`config.mk`:
```
export PLATFORM = sky130hd
export DESIGN_NAME = vend_fsm_param_flat
export DESIGN_NICKNAME = d
export VERILOG_FILES = /design/src/rtl/vend_pkg.sv /design/src/rtl/vend_fsm_param_if.sv /design/src/rtl/vend_coin_decode.sv /design/src/rtl/vend_fsm_param.sv /design/src/flat_wrapper.sv
export SDC_FILE = /design/constraint.sdc
export NUM_CORES = 1
export LEC_CHECK = 0
export ABC_AREA = 1
export BUFFER_PORTS_ARGS = -buffer_cell sky130_fd_sc_hd__buf_2
export CORE_MARGIN = 5
export CORE_UTILIZATION = 25
export DETAILED_ROUTE_END_ITERATION = 6
export MAX_ROUTING_LAYER = met4
export PLACE_DENSITY_LB_ADDON = 0.15
export RECOVER_POWER = 100
export REMOVE_ABC_BUFFERS = 1
export SLEW_MARGIN = 20
export SYNTH_ARGS = -nofsm -noshare
export SYNTH_HDL_FRONTEND = slang
export SYNTH_HIERARCHICAL = 1
export SYNTH_SLANG_ARGS = --single-unit
```
`constraint.sdc`:
```
create_clock -name clock -period 5.2 [get_ports clock]
set_clock_uncertainty 0.1 [all_clocks]
set_input_delay 1.04 -clock clock [delete_from_list [all_inputs] [get_ports clock]]
set_output_delay 1.04 -clock clock [all_outputs]
set_load 0.005 [all_outputs]
```
`src/rtl/vend_pkg.sv`:
```
// Shared types and coin values for the parametrised vending controller.
// State encoding plus the credit value of each accepted coin, in nickels.
package vend_pkg;

   typedef enum logic [1:0] {
      ACCUM  = 2'd0,
      VEND   = 2'd1,
      CHANGE = 2'd2
   } state_t;

   localparam logic [2:0] NICKEL_V  = 3'd1;
   localparam logic [2:0] DIME_V    = 3'd2;
   localparam logic [2:0] QUARTER_V = 3'd5;

endpackage

```
`src/rtl/vend_fsm_param_if.sv`:
```
// Coin-acceptor / actuator bundle for vend_fsm_param.
// sales_count exists only when VEND_SALES_COUNT_EN is defined.
interface vend_fsm_param_if #(
   parameter int CREDIT_W = 5,
   parameter int SALES_W  = 8
);

   logic                nickel_in;
   logic                dime_in;
   logic                quarter_in;
   logic                cancel;
   logic                dispense;
   logic                dime_out;
   logic                nickel_out;
   logic                busy;
   logic [CREDIT_W-1:0] credit;
`ifdef VEND_SALES_COUNT_EN
   logic [SALES_W-1:0]  sales_count;
`endif

   modport master (
      output nickel_in, dime_in, quarter_in, cancel,
      input  dispense, dime_out, nickel_out, busy, credit
`ifdef VEND_SALES_COUNT_EN
      , input sales_count
`endif
   );

   modport slave (
      input  nickel_in, dime_in, quarter_in, cancel,
      output dispense, dime_out, nickel_out, busy, credit
`ifdef VEND_SALES_COUNT_EN
      , output sales_count
`endif
   );

endinterface

```
`src/rtl/vend_coin_decode.sv`:
```
// Priority encoder from coin pulses to an accepted flag and credit value.
// Quarter beats dime beats nickel; losing pulses are dropped.
module vend_coin_decode
   import vend_pkg::*;
(
   input  logic       nickel,
   input  logic       dime,
   input  logic       quarter,
   output logic       accepted,
   output logic [2:0] value
);

   // Pick the single highest-value coin present this cycle.
   always_comb begin
      accepted = 1'b0;
      value    = 3'd0;
      if (quarter) begin
         accepted = 1'b1;
         value    = QUARTER_V;
      end else if (dime) begin
         accepted = 1'b1;
         value    = DIME_V;
      end else if (nickel) begin
         accepted = 1'b1;
         value    = NICKEL_V;
      end
   end

endmodule

```
`src/rtl/vend_fsm_param.sv`:
```
// Programmable-price vending FSM: accumulate, vend, return change.
// Optional sales counter enabled by VEND_SALES_COUNT_EN.
module vend_fsm_param
   import vend_pkg::*;
#(
   parameter int PRICE_N  = 5,
   parameter int CREDIT_W = 5,
   parameter int SALES_W  = 8
) (
   input  logic clock,
   input  logic reset,
   vend_fsm_param_if.slave bus
);

   if (PRICE_N < 1) begin : g_price_chk
      $error("vend_fsm_param: PRICE_N must be >= 1");
   end
   if ((2 ** CREDIT_W) <= (PRICE_N + 4)) begin : g_width_chk
      $error("vend_fsm_param: CREDIT_W too small for PRICE_N+4");
   end

   localparam logic [CREDIT_W-1:0] PRICE_C = CREDIT_W'(PRICE_N);
   localparam logic [CREDIT_W-1:0] ONE_C   = CREDIT_W'(1);
   localparam logic [CREDIT_W-1:0] TWO_C   = CREDIT_W'(2);

   state_t              state;
   state_t              state_nxt;
   logic [CREDIT_W-1:0] credit_q;
   logic [CREDIT_W-1:0] credit_nxt;
   logic [CREDIT_W-1:0] sum;
   logic                coin_ok;
   logic [2:0]          coin_val;

   vend_coin_decode u_dec (
      .nickel   (bus.nickel_in),
      .dime     (bus.dime_in),
      .quarter  (bus.quarter_in),
      .accepted (coin_ok),
      .value    (coin_val)
   );

   assign sum = credit_q + CREDIT_W'(coin_val);

   // State and credit registers.
   always_ff @(posedge clock) begin
      if (reset) begin
         state    <= ACCUM;
         credit_q <= '0;
      end else begin
         state    <= state_nxt;
         credit_q <= credit_nxt;
      end
   end

   // Next state and credit; inputs only matter while accumulating.
   always_comb begin
      state_nxt  = state;
      credit_nxt = credit_q;
      unique case (state)
         ACCUM: begin
            if (bus.cancel && credit_q != '0) begin
               state_nxt = CHANGE;
            end else if (coin_ok) begin
               credit_nxt = sum;
               if (sum >= PRICE_C) state_nxt = VEND;
            end
         end
         VEND: begin
            credit_nxt = credit_q - PRICE_C;
            if (credit_q == PRICE_C) state_nxt = ACCUM;
            else                     state_nxt = CHANGE;
         end
         CHANGE: begin
            if (credit_q >= TWO_C) credit_nxt = credit_q - TWO_C;
            else if (credit_q == ONE_C) credit_nxt = '0;
            if (credit_nxt == '0) state_nxt = ACCUM;
         end
         default: begin
            state_nxt  = ACCUM;
            credit_nxt = '0;
         end
      endcase
   end

   assign bus.dispense   = (state == VEND);
   assign bus.dime_out   = (state == CHANGE) && (credit_q >= TWO_C);
   assign bus.nickel_out = (state == CHANGE) && (credit_q == ONE_C);
   assign bus.busy       = (state != ACCUM);
   assign bus.credit     = credit_q;

`ifdef VEND_SALES_COUNT_EN
   logic [SALES_W-1:0] sales_q;

   // Count vends, holding at all-ones once full.
   always_ff @(posedge clock) begin
      if (reset) sales_q <= '0;
      else if (state == VEND && sales_q != '1) sales_q <= sales_q + 1'b1;
   end

   assign bus.sales_count = sales_q;
`endif

endmodule

```
`src/flat_wrapper.sv`:
```
// flat-port wrapper written by rule: the top's interface ports become plain ports
module vend_fsm_param_flat import vend_pkg::*;
#(
   parameter int PRICE_N  = 5,
   parameter int CREDIT_W = 5,
   parameter int SALES_W  = 8
)
  (clock, reset, bus_nickel_in, bus_dime_in, bus_quarter_in, bus_cancel, bus_dispense, bus_dime_out, bus_nickel_out, bus_busy, bus_credit);
  vend_fsm_param_if #(.CREDIT_W(CREDIT_W), .SALES_W(SALES_W)) bus_i ();
  input  logic clock;
  input  logic reset;
  input wire logic [$bits(bus_i.nickel_in)-1:0] bus_nickel_in;
  input wire logic [$bits(bus_i.dime_in)-1:0] bus_dime_in;
  input wire logic [$bits(bus_i.quarter_in)-1:0] bus_quarter_in;
  input wire logic [$bits(bus_i.cancel)-1:0] bus_cancel;
  output wire logic [$bits(bus_i.dispense)-1:0] bus_dispense;
  output wire logic [$bits(bus_i.dime_out)-1:0] bus_dime_out;
  output wire logic [$bits(bus_i.nickel_out)-1:0] bus_nickel_out;
  output wire logic [$bits(bus_i.busy)-1:0] bus_busy;
  output wire logic [$bits(bus_i.credit)-1:0] bus_credit;
  assign bus_i.nickel_in = bus_nickel_in;
  assign bus_i.dime_in = bus_dime_in;
  assign bus_i.quarter_in = bus_quarter_in;
  assign bus_i.cancel = bus_cancel;
  assign bus_dispense = bus_i.dispense;
  assign bus_dime_out = bus_i.dime_out;
  assign bus_nickel_out = bus_i.nickel_out;
  assign bus_busy = bus_i.busy;
  assign bus_credit = bus_i.credit;
  vend_fsm_param #(.PRICE_N(PRICE_N), .CREDIT_W(CREDIT_W), .SALES_W(SALES_W)) u_core (.clock(clock), .reset(reset), .bus(bus_i));
endmodule
```
==> results.ini <==
[status]
status=completed

[clock_network]
cts-resized-gates=0
htreeDepth=1
cts_buffers=3
clockBufferDepth=2
postCtsSetupRepairBufs=0
cts.clk_slew.worst_paths_ps=40
cts.sinks=7
insertion_delay_ps=230
postCtsHoldBufs=0
cts_tree=done
cts-root-buf=clkbuf_8

[die]
die_area_sq_um=5097
start_util=0.2573
core_sq_um=3661
ios=15
rows=22
die_w_microns=71.39
fp.dieH_microns=71.39

[synth]
synth_largest_area_cell=nand2_1
synth.avg_cell_area_sq_um=6.239
ys_seq_area_frac=0.1487
synth_area_leaders=nand2_1, dfxtp_1, ha_1
synth_edf_count=0
synth_area_sq_um=942.2
synthCells=151
synth_top_area_share=0.1912
yosys-top-cells-count=nand2_1, nand3_1, inv_1, nor2_1, ha_1
synth.distinct_cells=25
yosysWarnings=6
synth_most_common_cell=nand2_1
ys.flop_type=dfxtp_1
synth_async_sr_flop_share=0
ys_ff_latch=7

[critical_path]
crit_slowest_cell=dfxtp_1
crit_path_start_kind=flop
r2r_end=u_core/state[1]$_SDFFE_PP0P_
path_max_fanout=8
path_buf_inv=2
worstPathRequired_ps=4060
crit_chain=inv_1 > ha_1 > nand2_4 > nor2_1 > a21oi_1 > buf_2
cp_top_family=flip-flops
rr_worst_depth=11
crit_type=flop to output port
crit_arrival_ps=1890
end_kind=output port
reg2reg_from=u_core/bus.credit[1]$_SDFFE_PP0P_
ff2ff_setup_slack_ps=3040
slowest_delay_ps=540

[route]
vias_per_cell=4.423
drtPass1Iterations=4
drc_errors=0
vias=951
antenna_left=0
drt_iter0_drc=30
wire_per_inst_microns=11.45
wl_mm=2.461

[power]
p_per_area_nw_per_um2=587.6
switching_share=0.5420
p_leak_nw=0.5857
p_sw_mw=0.3435
p_seq_frac=0.198
intPower_mw=0.2902
max-vdd-ir-drop_mv=0.2745
clockPowerShare=0.117
comb_power_share=0.685

[sta]
period_needed_ps=3025
fmax_ghz=0.3305
setup_tns_ps=0
hold_viol=0
rsz0062_at_grt=false
maxSlewViolCount=0
max_slew_margin=0.5643
finalCritPeriodShare=0.5818
postLayoutSetupSlackWorst_ps=2175
tightest_slew_ps=652.7
setup-violations-final=0

[global_routing]
grt_max_degree=11
grt_remaining_overflow=0
antenna_found_initial=0
grt_pass1_wl_mm=4.388
grtUsageTotal=0.1093
grt_pass1_vias=936

[hold_path]
whs_path_depth=2
min_path_type=flop to flop
holdPathEnd=u_core/bus.credit[4]$_SDFFE_PP0P_
hold_start=u_core/bus.credit[4]$_SDFFE_PP0P_

[layout]
antenna_cells=0
nets=185
syn_to_final_growth_pct=14.47
drive_gt1_frac=0.1976
fillers=425

[place]
port_buffers=14
pre_cts_ws_ps=2460
dpl.hpwl_mm=2.032
gp_congestion=0.7861

[flow_run]
drv_cap=0

## placed cells by master (no fill, tap or decap), drive strengths merged
cell type / n
o21bai: 1
a21oi: 9
o21ai: 11
xnor2: 1
ha: 10
fa: 1
clkbuf: 6
dfxtp: 7
buf: 11
nor3: 2
o22ai: 1
nand2: 54
inv: 21
clkinv: 1
nor2: 17
nand3: 14
## area by class of cell
type                    instances  area, sq um  area share
clock inverters                 1        5.005    0.004640
inverters                      21        86.33     0.08005
clock buffers                   3        41.29     0.03828
flip-flops and latches          7        140.1      0.1299
repair buffers                 14        66.31     0.06149
well taps                      48        60.06     0.05568
multi-input cells             121        679.4      0.6299
## worst register-to-register path: stages (launching register included)
cell and delay [ps]:
dfxtp_1 420, inv_1 290, ha_1 290, nand2_4 60, nor2_1 210, nand2_4 100, a21oi_1 210, nand2_1 90
nand2_2 90, nand2_1 50, o21ai_1 110, inv_1 40
## through the flow
step / instance area (sq um) / instances / hold WS (ps) / util / total power [mW]
finish: 1079 / 215 / 495.8 / 0.2946 / 0.6337
global route: 1079 / 215 / 536.6 / 0.2946 / 0.7177
CTS: 1100 / 215 / 532.3 / 0.3004 / 0.6587
detailed placement: 1054 / 211 / 526.3 / 0.2878 / 0.5799
global placement: 1054 / 211 / 525.4 / 0.2878 / 0.5813
floorplan: 923.4 / 149 / 441.0 / - / 0.4623
## cell families (layout without fill, tap and decap cells)
family / count (synthesis) / after routing / synth area share
buffers and inverters: 23 / 39 / 0.1116
and+or+nand+nor: 87 / 87 / 0.4436
DFF: 7 / 7 / 0.1487
adders and majority gates: 11 / 11 / 0.1541
xor gates and xnor gates: 1 / 1 / 0.009298
AOI/OAI and AO/OA: 22 / 22 / 0.1328
## power by group through the flow
stage	Combinational [mW]	Sequential [mW]	Clock (mW)
4_1_cts	0.451	0.130	0.0773
2_1_floorplan	0.346	0.116	0
6_report	0.434	0.125	0.0741
3_3_place_gp	0.450	0.131	0
3_5_place_dp	0.449	0.131	0
5_1_grt	0.503	0.132	0.0824
## flip-flops by register name, indices dropped and copies added (netlist names)
signal             cells
u_core/bus.credit      5
u_core/state           2
## layer usage
| metal | GRT usage | routed length, microns | up-vias | share of wire |
|---|---|---|---|---|
| met2 | 0.1673 | 1111 | 13 | 0.45 |
| met5 | - | 0 | - | 0 |
| met1 | 0.1449 | 1270 | 427 | 0.52 |
| met3 | 0.02384 | 69 | 2 | 0.028 |
| met4 | 0.02923 | 9 | 0 | 0.0037 |
| li1 | - | - | 509 | - |
## worst max path at each step
stage,start,end,slack [ps],depth (start not counted)
finish,u_core/bus.credit[1]$_SDFFE_PP0P_,bus_dime_out,2170,6
global route,u_core/bus.credit[1]$_SDFFE_PP0P_,bus_dime_out,2020,6
CTS,u_core/bus.credit[1]$_SDFFE_PP0P_,bus_dime_out,2250,6
detailed placement,bus_quarter_in,u_core/state[0]$_SDFFE_PP0P_,2460,13
global placement,bus_quarter_in,u_core/state[0]$_SDFFE_PP0P_,2470,15
floorplan,bus_dime_in,u_core/state[0]$_SDFFE_PP0P_,2700,13
(Power assumes the default switching activity.)
